## src/rtl/dispatch_queue.sv

```systemverilog
// dispatch_queue
//   Decoupling instruction queue between the dual decoder and dispatch.
//   Circular buffer of DEPTH id_dispatch_t entries. Accepts 0-2 entries per
//   cycle in program order (valid slots compacted), presents the two oldest
//   entries to dispatch and retires 0-2 of them per cycle.
//
// Ports
//   clk        core clock
//   rst        asynchronous, active-low reset
//   flush      synchronous discard of all entries
//   pause      blocks all pops this cycle
//   push_valid per-slot push valid, slot 0 older
//   push_data  decoded entries to enqueue
//   push_ready queue can take a full 2-entry push (from registered count)
//   pop_en     per-slot retire request, in-order
//   dispatch_o two oldest entries, [0] oldest; absent slots are all-zero
//   count      registered occupancy
//   empty      count == 0

package pipeline_types;
    localparam int unsigned DECODER_WIDTH = 2;
    localparam int unsigned ISSUE_WIDTH   = 2;

    typedef struct packed {
        logic        inst_valid;
        logic [31:0] pc;
        logic [31:0] inst;
        logic [4:0]  rd;
    } id_dispatch_t;
endpackage

module dispatch_queue
    import pipeline_types::*;
#(
    parameter int unsigned DEPTH         = 8,
    parameter int unsigned DECODER_WIDTH = pipeline_types::DECODER_WIDTH,
    parameter int unsigned ISSUE_WIDTH   = pipeline_types::ISSUE_WIDTH
) (
    input  logic                                  clk,
    input  logic                                  rst,
    input  logic                                  flush,
    input  logic                                  pause,
    input  logic         [DECODER_WIDTH-1:0]      push_valid,
    input  id_dispatch_t [DECODER_WIDTH-1:0]      push_data,
    output logic                                  push_ready,
    input  logic         [ISSUE_WIDTH-1:0]        pop_en,
    output id_dispatch_t [DECODER_WIDTH-1:0]      dispatch_o,
    output logic         [$clog2(DEPTH):0]        count,
    output logic                                  empty
);

    localparam int unsigned PW = $clog2(DEPTH);
    localparam int unsigned CW = PW + 1;

    id_dispatch_t   entries [DEPTH];

    logic [PW-1:0]  head_ptr;
    logic [PW-1:0]  tail_ptr;
    logic [PW-1:0]  head_ptr_p1;
    logic [PW-1:0]  tail_ptr_p1;

    logic           push_fire;
    logic [1:0]     n_push;
    logic           pop0;
    logic           pop1;
    logic [1:0]     n_pop;

    logic           wr0_en;
    logic           wr1_en;
    id_dispatch_t   wr0_data;

    // Depends on registered count only, so the decoder never sees a
    // combinational path from pop_en or its own push_valid.
    assign push_ready  = (count <= CW'(DEPTH - 2));
    assign push_fire   = push_ready && !flush;
    assign empty       = (count == '0);

    assign head_ptr_p1 = head_ptr + PW'(1);
    assign tail_ptr_p1 = tail_ptr + PW'(1);

    always_comb begin
        n_push = '0;
        if (push_fire) begin
            n_push = {1'b0, push_valid[0]} + {1'b0, push_valid[1]};
        end
    end

    // Slot 1 may only retire together with slot 0 (in-order retire).
    assign pop0  = pop_en[0] && !pause && (count != '0);
    assign pop1  = pop_en[1] && pop0 && (count >= CW'(2));
    assign n_pop = {1'b0, pop0} + {1'b0, pop1};

    // Compaction: the first valid slot always lands at tail_ptr.
    assign wr0_en   = push_fire && (push_valid[1:0] != 2'b00);
    assign wr1_en   = push_fire && (push_valid[1:0] == 2'b11);
    assign wr0_data = push_valid[0] ? push_data[0] : push_data[1];

    // Storage has no reset; only the occupancy decides what is visible.
    always_ff @(posedge clk) begin
        if (wr0_en) begin
            entries[tail_ptr] <= wr0_data;
        end
        if (wr1_en) begin
            entries[tail_ptr_p1] <= push_data[1];
        end
    end

    always_ff @(posedge clk or negedge rst) begin
        if (!rst) begin
            head_ptr <= '0;
            tail_ptr <= '0;
            count    <= '0;
        end else if (flush) begin
            head_ptr <= '0;
            tail_ptr <= '0;
            count    <= '0;
        end else begin
            head_ptr <= head_ptr + PW'(n_pop);
            tail_ptr <= tail_ptr + PW'(n_push);
            count    <= count + CW'(n_push) - CW'(n_pop);
        end
    end

    // head_ptr_p1 wraps naturally, so slot 1 reads entry[0] at the top.
    always_comb begin
        dispatch_o = '0;
        if (count >= CW'(1)) begin
            dispatch_o[0] = entries[head_ptr];
        end
        if (count >= CW'(2)) begin
            dispatch_o[1] = entries[head_ptr_p1];
        end
    end

    a_count_bound: assert property (
        @(posedge clk) disable iff (!rst) count <= CW'(DEPTH));

    a_no_underflow: assert property (
        @(posedge clk) disable iff (!rst) CW'(n_pop) <= count);

    a_blocked_push_stable: assert property (
        @(posedge clk) disable iff (!rst)
        (!push_ready && !flush) |=> $stable(tail_ptr));

endmodule

```

## config.mk

```make
export PLATFORM = sky130hd
export DESIGN_NAME = dispatch_queue
export DESIGN_NICKNAME = d
export VERILOG_FILES = /design/src/rtl/dispatch_queue.sv
export SDC_FILE = /design/constraint.sdc
export NUM_CORES = 1
export LEC_CHECK = 0
export BUFFER_PORTS_ARGS = -buffer_cell sky130_fd_sc_hd__buf_2
export CAP_MARGIN = 20
export CORE_MARGIN = 5
export CORE_UTILIZATION = 24
export CTS_CLUSTER_DIAMETER = 30
export DETAILED_ROUTE_END_ITERATION = 10
export GPL_ROUTABILITY_DRIVEN = 0
export GPL_TIMING_DRIVEN = 0
export HOLD_SLACK_MARGIN = 0.06
export PLACE_DENSITY = 0.36
export SKIP_LAST_GASP = 1
export SYNTH_ARGS = -nofsm -noshare
export SYNTH_HDL_FRONTEND = slang
export SYNTH_SLANG_ARGS = --single-unit
```

## constraint.sdc

```tcl
create_clock -name clk -period 12.2 [get_ports clk]
set_clock_uncertainty 0.1 [all_clocks]
set_input_delay 1.22 -clock clk [delete_from_list [all_inputs] [get_ports clk]]
set_output_delay 1.22 -clock clk [all_outputs]
set_load 0.02 [all_outputs]
```

# == Yosys cells after proc, flatten, opt, wreduce, memory -nomap -nowiden ==
# Memory sizes are Yosys's and may differ from the RTL's.
# Index checks and enable logic that the tools add are counted.
# word_totals
ff_bits,10
mem_bits_rw,560
output_inout_bits,146
memories,1
# mem_list
memory,words,width,rd,rd_clocked_by_memory_dff,write_ports,line_no,text
entries,8,70,2,0,2,55,id_dispatch_t entries [DEPTH];
# classes
n_addsub,8
order_cmp,3
n_eq_ne,1
n_mux,11
reduce_logical,12
# op_table
op,count
70-bit 2-to-1 mux,3
1-bit logical AND,7
"3-bit by 1-bit adder with 3-bit output, second input constant",2
3-bit by 2-bit adder with 3-bit output,2
3-bit 2-to-1 mux,2
1-bit by 1-bit adder with 2-bit output,2
4-bit by 2-bit adder with 4-bit output,1
"4-bit by 1-bit >= comparator with 1-bit output, second input constant",1
"4-bit by 2-bit >= comparator with 1-bit output, second input constant",1
"4-bit by 3-bit less-or-equal comparator with 1-bit output, second input constant",1
4-bit logical NOT,1
1-bit 2-to-1 mux,4
4-bit 2-to-1 mux,1
4-bit nonzero test,1
4-bit by 2-bit subtractor with 4-bit output,1
"2-bit == test, second input constant",1
1-bit logical NOT,2
2-bit 2-to-1 mux,1
2-bit nonzero test,1

# == Longest topological paths before layout ==
# logic_depth
word_depth,8
ltp_mapped,13

# == Worst setup path before layout ==
# Ideal clock, no wire load.
# synth_path
path_kind,input to register
start,input port push_valid[0]
end,memory entries[2][0] (netlist name) (enable)
setup_time_ps,601
arrival_ps,7513
required_time_ps,11498
setup_slack_ps,3986
stages,7
n_path_buf,2
path_cell_list,clkbuf_1 > clkbuf_1 > inv_1 > ha_1 > nor2b_1 > nand2_1 > o31ai_1
# synth_rtl
item,line_no,text
from (decl),43,"input logic [DECODER_WIDTH-1:0] push_valid,"
to (decl),55,

==> flow_results.org <==
** Status
- The run finished with clean final reports.

** Synthesis
- Unique cell type count in the Yosys netlist :: 38
- Post-synth top flop :: edfxtp_1
- Share of the synthesized area in compound gates (AO/OA/AOI/OAI) :: 4.62%
- Mean instance size in the synthesized netlist :: 15.5 um^2
- The synthesized design devotes to its leading area cell type 49.5% of total area.
- Post-Synthesis Net Count :: 2350
- Of all cell types, the one taking the most synthesized area is edfxtp_1.
- Synthesis-stage register bit count :: 570
- Synth area leaders :: edfxtp_1 (50%), mux2_2 (29%), mux4_2 (9.3%)
- Share of synthesized cell area in and, or, nand and nor gates :: 2.03%
- Most frequent cell after synthesis :: mux2_2
- Summing every instance area after synthesis gives 33900 um^2.
- The synthesized netlist devotes 0.715% of its cell area to adder and majority cells.
- Of the synthesized area, sequential elements account for 50.3%.
- Synthesis warning total :: 0
- Synthesized-area fraction occupied by xor and xnor cells :: 0.210%
- Number of flops mapped to enable cells by yosys :: 560
- Synth cell count leaders :: mux2_2 (883), edfxtp_1 (560), mux4_2 (140), o22ai_1 (140), buf_2 (97)
- After synthesis, the largest family of logic cells by area is multiplexers.
- Cells after synthesis :: 2185
- Measured against the total synthesized area, the mux share comes to 39.5%.
- In the synthesized netlist the async set-or-reset flop fraction comes to 1.75%.

** GRT
- Global routing consumed, on the met2 layer, 32.2% of the routing resources.
- The total overflow left after global routing is 0.
- The first global-routing pass estimated 203000 um of wire.
- Maximum number of pins on one net before global-route repair :: 18
- GR met1 Demand/Resource :: 25.3%
- Met3 routing resource usage after global routing :: 5.02%
- GRT Util Overall :: 19.6%
- After global routing, the most crowded layer is met2.
- Number of global-route vias before repair :: 25500
- The initial antenna violation count was 20.

** Clock tree
- For the worst-skew pair, the clock arrives at the later sink with an insertion delay of 0.75 ns.
- Post-CTS setup buffer count :: 0
- Number of instances resized during post-cts repair :: 0
- TritonCTS built the clock tree.
- CTS saw 570 sinks.
- CTS placed an instance of clkbuf_16 at the clock tree root.
- Counting the buffers created by CTS gives 184.
- The H-tree was split into 4 levels.
- In this run, post-CTS hold repair placed 0 buffers.
- Clock buffer depth :: 3
- Clock-pin slew was measured on the worst setup and hold paths at 0.04 ns.

** Power
- Power spread over the standard cell area amounts to 228 nW/um^2.
- Relative contribution of combinational cells to total power :: 34.8%
- Post-route total power :: 10.2 mW
- VDD IR-drop max :: 0.146 mV
- Net switching is 35.3% of the power.
- Portion of total power attributed to sequential cells :: 23.1%
- Summed over all cells, the static leakage comes to 15.6 nW.
- The clock network burns 42.1% of the power.
- Internal cell power :: 6.61 mW
- Psw :: 3.61 mW

** Route
- Initial drt markers :: 1897
- Number of nets with antenna violations after detailed routing :: 0
- Via count of the routed design :: 23900
- Initial DRT Pass Iterations :: 5
- Average detailed-routed wire length per instance :: 31.3 um
- DR DRC count :: 0
- In the routed layout, each cell is associated on average with a via count of 5.01.
- The final layout contains routed wiring with a total length of 149000 um.

** STA
- Period minus WS final :: 5.47 ns
- Endpoints failing setup :: 0
- The final hold violation count came to 0.
- Hold is met by 0.247 ns.
- Measured slew at the worst slew-check pin :: 1.10 ns
- Headroom to the max-slew limit :: 26.7%
- Setup slack after layout :: 6.73 ns
- The final count of pins violating max slew is 0.
- Maximum frequency from static timing analysis :: 183 MHz
- Setup repair after global routing left no endpoint under its margin.
- In the finished design, the share of the clock period the worst path needs comes to 44.8%.

** Floorplanning
- Floorplan die area :: 149000 um^2
- Site Rows :: 138
- For this configuration, the core starts out at a cell density of 24.1%.
- For this design the top-level I/O count stands at 294.
- DIE HEIGHT :: 386 um
- Core ar. :: 141000 um^2
- In this run the horizontal extent of the chip is 386 um.

** Layout
- Final net count :: 2886
- Cell area after layout :: 44700 um^2
- Cells fill 31.7% of the core in the end.
- The area growth from synthesis to layout is 31.8%.
- After filler insertion, the fill cell instance count of the layout stands at 14000.
- Fraction of final layout cells with drive strength greater than 1 :: 60.7%

** Min path
- Path category of the worst min-delay check :: primary input to async pin

** Worst setup path
- Data required time at the worst endpoint :: 10.88 ns
- The worst setup path is captured at a primary output.
- CP Data Arrival Time :: 4.15 ns
- Type of the setup path with the least slack :: register to primary output
- Along the worst path, the maximum fanout reaches 10.
- Worst-case reg-to-reg path depth :: 14
- The worst setup path is launched from a register.

** Placement
- Setup Slack @ Placement :: 6.43 ns
- Input and output buffers added on the ports amount to 293.
- Detailed placement finished with a half-perimeter wire length of 98600 um.
- Summing all placed instances gives a cell area of 39000 um^2.

** Flow run
- The tool flagged a number of max-cap violations equal to 0.
-- through the flow --
stage | cells | setup TNS (ns)
after global placement | 4368 | -3693.88
after CTS | 4765 | 0
final | 4769 | 0
after global routing | 4767 | 0
after detailed placement | 4424 | 0
after floorplan | 2185 | 0
-- path summary, 6_finish.rpt --
kind / startpoint / endpoint / slack, ns
setup / recovery: head_ptr[0] / dispatch_o[31] / 6.73
hold / removal: rst / head_ptr[0] / 0.25
setup reg to reg: count[2] / count[3] / 7.72
hold reg to reg: head_ptr[2] / head_ptr[2] / 0.58
max in group asynchronous: rst / count[1] / 11.53
min in group clk: head_ptr[2] / head_ptr[2] / 0.58
-- power by group through the flow --
stage / registers, mW / logic (mW) / clock network [mW]
6_report: 2.36 / 3.55 / 4.30
3_3_place_gp: 2.45 / 3.51 / 0
2_1_floorplan: 2.40 / 2.08 / 0
3_5_place_dp: 2.39 / 3.61 / 0
5_1_grt: 2.37 / 3.74 / 4.50
4_1_cts: 2.36 / 3.62 / 4.38
-- layout make-up --
cell class / instances / area [um^2] / area share [%]
repair buffers: 350 / 2600 / 5.82
flip-flops and latches: 570 / 17100 / 38.1
plain buffers: 185 / 835 / 1.87
multi-input cells: 1415 / 16100 / 36.0
well taps: 1890 / 2360 / 5.28
clock inverters: 99 / 777 / 1.74
inverters: 15 / 56.3 / 0.126
diodes: 3 / 7.51 / 0.0168
clock buffers: 242 / 4950 / 11.1
-- logic make-up after synthesis --
group                      Yosys count
muxes                             1051
DFF                                570
AOI/OAI and AO/OA                  222
buffers and inverters              200
and+or+nand+nor                    119
adders and majority gates           17
xor gates and xnor gates             6
-- per-layer routing --
layer,routed length (um),vias up
li1,-,10200
met1,63400,12500
met2,71000,953
met3,10700,265
met4,4100,10
met5,69,-
-- cells in the final DEF (no fill, tap or decap), drive strengths merged, types with 3 or more instances in the layout --
cell | Yosys | routed
a22o | 70 | 70
buf | 121 | 470
bufinv | 0 | 7
clkbuf | 64 | 307
clkinv | 0 | 86
dfrtp | 10 | 10
diode | 0 | 3
edfxtp | 560 | 560
fa | 4 | 4
ha | 13 | 13
inv | 15 | 19
mux2 | 911 | 911
mux4 | 140 | 140
nand2 | 6 | 6
nand2b | 3 | 3
nand3 | 5 | 5
nand4 | 8 | 8
nor2 | 9 | 9
nor2b | 7 | 7
nor3 | 70 | 70
o21ai | 4 | 4
o22ai | 140 | 140
o31ai | 4 | 4
xor2 | 4 | 4
-- sequential cells by signal (all words and copies together) (netlist names) --
signal	cells
tail_ptr	3
entries	560
count	4
head_ptr	3
-- critical path, stage by stage, from the launching register on --
cell	delay, ns
dfrtp_1	0.39
clkbuf_1	0.22
clkbuf_1	0.84
buf_2	0.56
mux2_2	0.24
o22ai_1	0.07
nor3_1	0.75
buf_2	0.31
Note: power is estimated with default switching activity, not from simulation.
